==> config.mk <==
export PLATFORM = sky130hd
export DESIGN_NAME = tone_sample_gen_flat
export DESIGN_NICKNAME = d
export VERILOG_FILES = /design/src/rtl/tone_sample_gen_if.sv /design/src/rtl/tone_sample_gen.sv /design/src/flat_wrapper.sv
export SDC_FILE = /design/constraint.sdc
export NUM_CORES = 1
export LEC_CHECK = 0
export ABC_AREA = 1
export BUFFER_PORTS_ARGS = -buffer_cell sky130_fd_sc_hd__buf_2
export CELL_PAD_IN_SITES_DETAIL_PLACEMENT = 1
export CELL_PAD_IN_SITES_GLOBAL_PLACEMENT = 1
export CORE_AREA = 4 4 111 113
export CTS_CLUSTER_DIAMETER = 80
export DETAILED_ROUTE_END_ITERATION = 10
export DIE_AREA = 0 0 115 117
export PLACE_DENSITY_LB_ADDON = 0.2
export SLEW_MARGIN = 15
export SYNTH_ARGS = -nofsm -noshare
export SYNTH_HDL_FRONTEND = slang
export SYNTH_SLANG_ARGS = --single-unit
==> constraint.sdc <==
create_clock -name in_clk -period 1.8 [get_ports in_clk]
set_input_delay 0.27 -clock in_clk [delete_from_list [all_inputs] [get_ports in_clk]]
set_output_delay 0.27 -clock in_clk [all_outputs]
set_load 0.005 [all_outputs]
==> src/rtl/tone_sample_gen_if.sv <==
// Handshake bundle between the tone generator and its note source / sample sink.
// The master side issues notes and consumes samples; the slave side is the generator.
interface tone_sample_gen_if #(
  parameter int WIDTH    = 16,
  parameter int PERIOD_W = 10,
  parameter int DUR_W    = 16
);
  logic                note_valid;
  logic                note_ready;
  logic [PERIOD_W-1:0] note_half_period;
  logic [DUR_W-1:0]    note_length;
  logic [WIDTH-2:0]    note_amp;
  logic [WIDTH-1:0]    sample_data;
  logic                sample_valid;
  logic                sample_ready;
  logic                busy;
  logic                overrun;

  modport master (
    output note_valid, note_half_period, note_length, note_amp, sample_ready,
    input  note_ready, sample_data, sample_valid, busy, overrun
  );

  modport slave (
    input  note_valid, note_half_period, note_length, note_amp, sample_ready,
    output note_ready, sample_data, sample_valid, busy, overrun
  );
endinterface

==> src/rtl/tone_sample_gen.sv <==
// Square-wave tone generator: one signed PCM sample per sample_clk rising edge,
// silence between notes, sticky overrun when a sample is overwritten unconsumed.
module tone_sample_gen #(
  parameter int WIDTH    = 16,
  parameter int PERIOD_W = 10,
  parameter int DUR_W    = 16
) (
  input  logic              in_clk,
  input  logic              resetn,
  input  logic              sample_clk,
  tone_sample_gen_if.slave  bus
);

  typedef enum logic {IDLE, PLAY} state_t;

  state_t              r_state;
  logic                r_prev;
  logic [PERIOD_W-1:0] r_halfPeriod;
  logic [PERIOD_W-1:0] r_phaseCnt;
  logic [DUR_W-1:0]    r_remaining;
  logic [WIDTH-2:0]    r_amp;
  logic                r_phase;
  logic [WIDTH-1:0]    r_sampleData;
  logic                r_sampleValid;
  logic                r_overrun;

  logic                w_tick;
  logic [WIDTH-1:0]    w_ampExt;
  logic [WIDTH-1:0]    w_sample;

  assign w_tick   = sample_clk & ~r_prev;
  assign w_ampExt = {1'b0, r_amp};
  // The sample comes from the pre-edge state, so a note accepted on a tick cycle still emits silence there.
  assign w_sample = (r_state == PLAY) ? (r_phase ? -w_ampExt : w_ampExt) : '0;

  assign bus.note_ready   = (r_state == IDLE);
  assign bus.busy         = (r_state == PLAY);
  assign bus.sample_data  = r_sampleData;
  assign bus.sample_valid = r_sampleValid;
  assign bus.overrun      = r_overrun;

  always_ff @(posedge in_clk or negedge resetn) begin
    if (!resetn) begin
      r_state       <= IDLE;
      r_prev        <= 1'b0;
      r_halfPeriod  <= '0;
      r_phaseCnt    <= '0;
      r_remaining   <= '0;
      r_amp         <= '0;
      r_phase       <= 1'b0;
      r_sampleData  <= '0;
      r_sampleValid <= 1'b0;
      r_overrun     <= 1'b0;
    end else begin
      r_prev <= sample_clk;

      if (w_tick) begin
        r_sampleData  <= w_sample;
        r_sampleValid <= 1'b1;
        if (r_sampleValid & ~bus.sample_ready) begin
          r_overrun <= 1'b1;
        end
      end else if (r_sampleValid & bus.sample_ready) begin
        r_sampleValid <= 1'b0;
      end

      case (r_state)
        IDLE: begin
          if (bus.note_valid) begin
            r_halfPeriod <= bus.note_half_period;
            r_amp        <= bus.note_amp;
            // Zero half-period or zero length is swallowed without playing anything.
            if ((bus.note_half_period != '0) && (bus.note_length != '0)) begin
              r_state     <= PLAY;
              r_phase     <= 1'b0;
              r_phaseCnt  <= '0;
              r_remaining <= bus.note_length;
            end
          end
        end
        PLAY: begin
          if (w_tick) begin
            if (r_phaseCnt == r_halfPeriod - PERIOD_W'(1)) begin
              r_phaseCnt <= '0;
              r_phase    <= ~r_phase;
            end else begin
              r_phaseCnt <= r_phaseCnt + PERIOD_W'(1);
            end
            r_remaining <= r_remaining - DUR_W'(1);
            if (r_remaining == DUR_W'(1)) begin
              r_state <= IDLE;
            end
          end
        end
        default: r_state <= IDLE;
      endcase
    end
  end

endmodule

==> src/flat_wrapper.sv <==
// flat-port wrapper written by rule: the top's interface ports become plain ports
module tone_sample_gen_flat 
#(
  parameter int WIDTH    = 16,
  parameter int PERIOD_W = 10,
  parameter int DUR_W    = 16
)
  (in_clk, resetn, sample_clk, bus_note_valid, bus_note_half_period, bus_note_length, bus_note_amp, bus_sample_ready, bus_note_ready, bus_sample_data, bus_sample_valid, bus_busy, bus_overrun);
  tone_sample_gen_if #(.WIDTH(WIDTH), .PERIOD_W(PERIOD_W), .DUR_W(DUR_W)) bus_i ();
  input  logic in_clk;
  input  logic resetn;
  input  logic sample_clk;
  input wire logic [$bits(bus_i.note_valid)-1:0] bus_note_valid;
  input wire logic [$bits(bus_i.note_half_period)-1:0] bus_note_half_period;
  input wire logic [$bits(bus_i.note_length)-1:0] bus_note_length;
  input wire logic [$bits(bus_i.note_amp)-1:0] bus_note_amp;
  input wire logic [$bits(bus_i.sample_ready)-1:0] bus_sample_ready;
  output wire logic [$bits(bus_i.note_ready)-1:0] bus_note_ready;
  output wire logic [$bits(bus_i.sample_data)-1:0] bus_sample_data;
  output wire logic [$bits(bus_i.sample_valid)-1:0] bus_sample_valid;
  output wire logic [$bits(bus_i.busy)-1:0] bus_busy;
  output wire logic [$bits(bus_i.overrun)-1:0] bus_overrun;
  assign bus_i.note_valid = bus_note_valid;
  assign bus_i.note_half_period = bus_note_half_period;
  assign bus_i.note_length = bus_note_length;
  assign bus_i.note_amp = bus_note_amp;
  assign bus_i.sample_ready = bus_sample_ready;
  assign bus_note_ready = bus_i.note_ready;
  assign bus_sample_data = bus_i.sample_data;
  assign bus_sample_valid = bus_i.sample_valid;
  assign bus_busy = bus_i.busy;
  assign bus_overrun = bus_i.overrun;
  tone_sample_gen #(.WIDTH(WIDTH), .PERIOD_W(PERIOD_W), .DUR_W(DUR_W)) u_core (.in_clk(in_clk), .resetn(resetn), .sample_clk(sample_clk), .bus(bus_i));
endmodule
==> flow_summary.ini, run 1 <==
[floorplan]
core.rowCount = 39
initial_core_util_pct = 36.2
die_area_sq_um = 13500
chipWidth_um = 115
fp.dieH_um = 117
ios = 66
design.core.area_sq_um = 11300

[sta]
final_setup_tns_ns = 0
post-route-min-period_ns = 1.74
drv_slew = 0
timing.fmax_mhz = 576
unrepaired_setup_endpoints_after_global_routing = yes
slew_margin_rel_pct = 72.0
post-route-period-util_pct = 96.5
finalSetupViolCount = 0
worst_slack_ns = 0.0633
hold_viol = 0
tightest_slew_ns = 0.421
finClkSkew_ns = 0.00580

[route]
post-route-drc-count = 0
detail_route.first_pass.iterations = 6
detailedRoute.firstIterationViolations = 169
wirelength_um = 11900
avgRoutedWirePerCell_um = 15.1
detail_route.vias_per_cell = 5.00
num_vias = 3938
antenna_violating_nets_post_route = 0

[cells_and_area]
layout-area-overhead-vs-synth_pct = 25.7
layoutNonFillerInstCount = 788
ff_latch_area_sq_um = 1800
antenna-diode-count = 0
commonest_cells_after_routing_fill_and_taps_aside = nand2_1 (157), dfrtp_1 (72), o21ai_0 (67)
layout_commonest_cell = nand2_1
layout.filler_cells = 1444
multiInputGateArea_sq_um = 2070
drive_gt1_share_pct = 22.9
layout.nets = 691
final_design_area_no_fill_sq_um = 5160

[logic_synthesis]
yosys-top-cells-area = dfrtp_1 (44%), nand2_1 (15%), o21ai_0 (8.7%)
synth.yosys.seq_area_share_pct = 43.9
synth_edf_count = 0
yosys.area.top_type_share_pct = 43.9
synth_async_sr_flop_share_pct = 100
dominantRegCellSynth = dfrtp_1
ys.warnings.count = 0
cell_area_after_synthesis_sq_um = 4100
synth.avg_cell_area_sq_um = 7.34
yosysUniqueCellTypes = 35
syn_inst = 559
postSynthNetCount = 610
post-synth-top-area-cell = dfrtp_1
ys_ff_latch = 72

[global_routing]
wire_length_of_the_first_global_routing_pass_um = 20500
maximum_number_of_pins_on_one_net_before_global_route_repair = 73
grt_usage_pct = 19.1
first_global_vias = 4255
initial_antenna_violation_count = 0
gr-total-overflow = 0

[critical_path]
critPathLaunchType = flop
worst-r2r-setup-slack_ns = 0.06
critPathMaxFanout = 6
worst-endpoint-arrival_ns = 1.95
worstSetupPathType = flop to flop
cp.required_ns = 2.02
crit_path_end_kind = flop
rr_startpoint = u_core.r_halfPeriod[1]
crit_path_start = u_core.r_halfPeriod[1]
r2r.worst_path.cells = 12
timing.critical_path.to = u_core.r_phaseCnt[5]
reg2reg_to = u_core.r_phaseCnt[5]

[power_and_ir_drop]
power.switching_mw = 3.24
static-leakage-power_nw = 2.55
switching_share_pct = 38.9
internal_power_mw = 5.08
vdd.ir_drop.worst_mv = 0.661
totalPowerFinal_mw = 8.32
pwr_density_cell_nw_per_um2 = 1610
power.share.clock_pct = 27.0
power.sequential.fraction_pct = 34.7
comb_power_share_pct = 38.2

[place]
dpl.hpwl_um = 8640
place.detailed.instances = 766
numPortBuffers = 65
dp_worst_setup_slack_ns = -0.0405
placed_area_sq_um = 4650
gp_routability_congestion = 0.761

[min_path]
min_from = sample_clk
hold_path.class = primary input to flop

[clock_tree]
clockRootBuffer = clkbuf_16
cts-htree-levels = 3
cts_buffer_depth = 2
clk_lat_worst_skew_ns = 0.34
cts_sinks = 72
tritoncts_buffer_count = 9
cts_tree = yes
clock_transition_at_the_registers_of_the_reported_paths_ns = 0.06

[flow_run]
max_cap_viol_count = 0

[outcome]
status = finished clean
[layout make-up]
| class | count | area share, % |
|---|---|---|
| inverters | 60 | 4.37 |
| repair buffers | 86 | 9.90 |
| clock buffers | 11 | 4.71 |
| flip-flops and latches | 72 | 34.9 |
| multi-input cells | 411 | 40.2 |
| clock inverters | 5 | 2.47 |
| well taps | 143 | 3.47 |
[timing repair]
| item | CTS | global route |
|---|---|---|
| endpoints found under the setup margin | 1 | 17 |
| endpoints found under the hold margin | 72 | 0 |
| pin swaps | 2 | 12 |
| setup buffers | 3 | 2 |
| hold buffers | 1 | 0 |
| resized for setup | 3 | 26 |
[power groups by stage]
stage	clock, mW	sequential (mW)	combinational [mW]
after floorplan	0	2.74	2.06
after global placement	0	2.86	2.84
after detailed placement	0	2.89	2.98
after CTS	2.28	2.88	3.11
after global routing	2.35	3.00	3.68
final	2.25	2.89	3.18
[routing by layer]
| metal | global-route usage (%) | vias up | wire length [um] |
|---|---|---|---|
| met1 | 24.4 | 1903 | 5560 |
| met2 | 33.0 | 54 | 5760 |
| met3 | 3.08 | 17 | 379 |
| met5 | 0 | - | 0 |
| li1 | - | 1964 | - |
| met4 | 6.96 | 0 | 214 |
[worst max-delay path, cell delays in order, from the launching register on]
cell and delay [ns]:
dfrtp_1 0.38, buf_4 0.14, nor2_2 0.12, nand2_2 0.12
nor2_1 0.13, nand2_1 0.05, nand2_1 0.09, nand3_1 0.08
nor2_1 0.11, nand2_2 0.11, nand2_4 0.10, buf_12 0.13
a21oi_2 0.05
[cell families (layout without fill, tap and decap cells)]
logic type                 count (synthesis)  count (layout)  share of synthesized area, %
xor gates and xnor gates                  16              16                          3.42
AOI/OAI and AO/OA                        107             107                          13.8
and+or+nand+nor                          283             283                          29.9
DFF                                       72              72                          43.9
buffers and inverters                     76             162                          7.53
adders and majority gates                  5               5                          1.52
[Yosys cell counts, types with 7 or more instances]
cell      instances
a21oi_1          20
clkbuf_1          8
dfrtp_1          72
inv_1            53
inv_2             7
nand2_1         159
nand3_1          33
nor2_1           51
nor2_2            8
nor3_1           10
o21ai_0          71
xor2_1           13
[worst min path at each step]
stage	cells after the start	to	slack, ns
final	1	u_core.r_prev	0.06
after floorplan	0	u_core.bus.busy	-0.03
after global placement	2	u_core.r_remaining[6]	0.34
after global routing	1	u_core.r_prev	0.05
after detailed placement	2	u_core.r_remaining[6]	0.35
after CTS	1	u_core.r_prev	0.05
[metrics by stage]
step,util [%],hold slack (ns)
after floorplan,-,-0.0256
after global placement,41.1,0.337
after detailed placement,41.1,0.348
after CTS,44.8,0.0522
after global routing,45.6,0.0517
final,45.6,0.0566
[registers in the layout (all words and copies together), names as in the netlist]
name / cells
u_core.bus.overrun: 1
u_core.r_phase: 1
u_core.r_phaseCnt: 10
u_core.bus.sample_data: 16
u_core.bus.sample_valid: 1
u_core.r_remaining: 16
u_core.bus.busy: 1
u_core.r_amp: 15
u_core.r_halfPeriod: 10
u_core.r_prev: 1
Power figures use the tool's default switching activity.
==> run 2, diff against run 1 <==
Settings changed: ABC_AREA 1 to unset, CORE_AREA 4 4 111 113 to 4 4 95 119, DIE_AREA 0 0 115 117 to 0 0 99 123.
==> flow_summary.ini, run 2 <==
[sta]
timing.fmax_mhz = 434
slew_margin_rel_pct = 72.1
unrepaired_setup_endpoints_after_global_routing = yes
post-route-min-period_ns = 2.31
worst_slack_ns = -0.505
finClkSkew_ns = 0.00449
tightest_slew_ns = 0.418
hold_viol = 0
finalSetupViolCount = 27
post-route-period-util_pct = 128
drv_slew = 0
final_setup_tns_ns = -7.39

[clock_tree]
cts_buffer_depth = 2
clock_transition_at_the_registers_of_the_reported_paths_ns = 0.06
cts-htree-levels = 3
clockRootBuffer = clkbuf_16
clk_lat_worst_skew_ns = 0.33
cts_sinks = 72
cts_tree = yes
tritoncts_buffer_count = 9

[floorplan]
ios = 66
die_area_sq_um = 12200
design.core.area_sq_um = 10100
initial_core_util_pct = 38.5
core.rowCount = 41
chipWidth_um = 99
fp.dieH_um = 123

[cells_and_area]
layout-area-overhead-vs-synth_pct = 42.5
layout_commonest_cell = buf_4
drive_gt1_share_pct = 41.9
antenna-diode-count = 0
layout.filler_cells = 1162
commonest_cells_after_routing_fill_and_taps_aside = buf_4 (78), dfrtp_1 (71), buf_2 (65)
multiInputGateArea_sq_um = 2200
final_design_area_no_fill_sq_um = 5540
ff_latch_area_sq_um = 1800
layout.nets = 605

[place]
numPortBuffers = 65
dpl.hpwl_um = 8760
dp_worst_setup_slack_ns = -0.473
placed_area_sq_um = 4940
gp_routability_congestion = 0.839

[logic_synthesis]
ys_ff_latch = 72
yosys.area.top_type_share_pct = 46.3
syn_inst = 414
cell_area_after_synthesis_sq_um = 3890
ys.warnings.count = 0
yosys-top-cells-area = dfrtp_1 (46%), mux2_2 (5.8%), o21ai_0 (5.3%)
postSynthNetCount = 465
synth.yosys.seq_area_share_pct = 46.3
synthMostInstantiatedCell = dfrtp_1
synth_async_sr_flop_share_pct = 100
post_synth_most_frequent_cells = dfrtp_1 (72), nand2_1 (44), o21ai_0 (41)
synth.avg_cell_area_sq_um = 9.40
yosysUniqueCellTypes = 50
dominantRegCellSynth = dfrtp_1
synth_edf_count = 0
post-synth-top-area-cell = dfrtp_1

[power_and_ir_drop]
static-leakage-power_nw = 2.52
vdd.ir_drop.worst_mv = 0.677
totalPowerFinal_mw = 9.19
pwr_density_cell_nw_per_um2 = 1660

[critical_path]
crit_path_end_kind = flop
worstSetupPathType = flop to flop
critPathLaunchType = flop
cpMostUsedCell = o21ai_1
critPathTopFamily = compound AO/OA/AOI/OAI gates
worst-endpoint-arrival_ns = 2.52
critPathMaxFanout = 4
critical_path.n_buffers_inverters = 1
cpMaxStageDelayCell = dfrtp_1
cpPeakStageDelay_ns = 0.46
timing.critical_path.cells = nor3_2 -> nand2_2 -> a221oi_2 -> o21ai_1 -> o211ai_1 -> buf_4 -> mux2i_1 -> o21ai_1
cp.required_ns = 2.02

[route]
wirelength_um = 12400
avgRoutedWirePerCell_um = 18.0
num_vias = 3783
detail_route.vias_per_cell = 5.51
post-route-drc-count = 0
detailedRoute.firstIterationViolations = 102
antenna_violating_nets_post_route = 0
detail_route.first_pass.iterations = 4

[outcome]
violated_checks = setup timing
status = finished with violations

[global_routing]
initial_antenna_violation_count = 0
grt_usage_pct = 21.2
wire_length_of_the_first_global_routing_pass_um = 20400
maximum_number_of_pins_on_one_net_before_global_route_repair = 73
first_global_vias = 4213
gr-total-overflow = 0

[min_path]
hold_path.class = primary input to flop

[flow_run]
max_cap_viol_count = 0
==> run 2: cell types whose count changed after synthesis, moves of 12 or more <==
| cell | before | now |
|---|---|---|
| mux2_2 | 0 | 20 |
| inv_1 | 53 | 18 |
| o22ai_1 | 0 | 17 |
| nor2_1 | 51 | 21 |
| nand3_1 | 33 | 21 |
| nand2_1 | 159 | 44 |
| o21ai_0 | 71 | 41 |
==> run 2: cell families after synthesis <==
kind of cell / count (synthesis) / share of synthesized area [%]
AOI/OAI and AO/OA: 111 / 17.5
DFF: 72 / 46.3
muxes: 24 / 6.82
xor gates and xnor gates: 25 / 5.63
buffers and inverters: 39 / 3.86
adders and majority gates: 5 / 1.61
and+or+nand+nor: 138 / 18.3
==> run 2: worst reg2reg max path, delay by kind of cell (launching register included) <==
family,cells,cell delay [ns]
DFF,1,0.46
muxes,1,0.18
AOI/OAI and AO/OA,4,0.86
and+or+nand+nor,2,0.50
buffers and inverters,1,0.20
==> run 2: per-layer routing <==
| layer | vias up | global-route usage, % | wire [um] |
|---|---|---|---|
| met4 | 0 | 8.54 | 337 |
| met2 | 84 | 40.1 | 6740 |
| li1 | 1784 | - | - |
| met5 | - | 0 | 0 |
| met1 | 1887 | 23.7 | 4940 |
| met3 | 28 | 3.10 | 357 |
==> run 2: final timing paths <==
kind / startpoint / endpoint / slack, ns / cells after the start
hold / removal: sample_clk / u_core.r_prev / 0.09 / 1
max in group asynchronous: resetn / u_core.r_halfPeriod[2] / 0.96 / 3
hold reg to reg: u_core.bus.sample_data[7] / u_core.bus.sample_data[7] / 0.47 / 2
min in group asynchronous: resetn / u_core.bus.overrun / 0.50 / 3
setup reg to reg: u_core.r_halfPeriod[4] / u_core.r_phase / -0.51 / 8
setup / recovery: u_core.r_halfPeriod[4] / u_core.r_phase / -0.51 / 8
==> run 2: where the power goes <==
group / switching [mW] / internal (mW)
Sequential: 0.577 / 2.29
Clock: 0.699 / 1.24
Combinational: 2.23 / 2.15
Total: 3.51 / 5.68
==> run 2: metrics by stage <==
stage	cells	hold slack (ns)	utilization (%)
2_1_floorplan	414	-0.0256	-
3_3_place_gp	663	0.336	48.9
3_5_place_dp	663	0.346	48.9
4_1_cts	683	0.0779	53.6
5_1_grt	687	0.0824	54.8
6_report	687	0.0891	54.8
==> run 2: layout make-up <==
cell class	count	area share [%]
well taps	129	2.91
clock inverters	5	1.47
inverters	19	1.29
multi-input cells	303	39.7
repair buffers	149	17.8
flip-flops and latches	72	32.5
clock buffers	10	4.31
==> run 2: what timing repair did <==
| item | in CTS | in global routing |
|---|---|---|
| resized for setup | 29 | 20 |
| setup endpoints to repair | 25 | 33 |
| cloned | 0 | 0 |
| pin swaps | 20 | 14 |
| hold buffers | 1 | 0 |
| hold endpoints to repair | 45 | 0 |
| setup buffers | 4 | 4 |
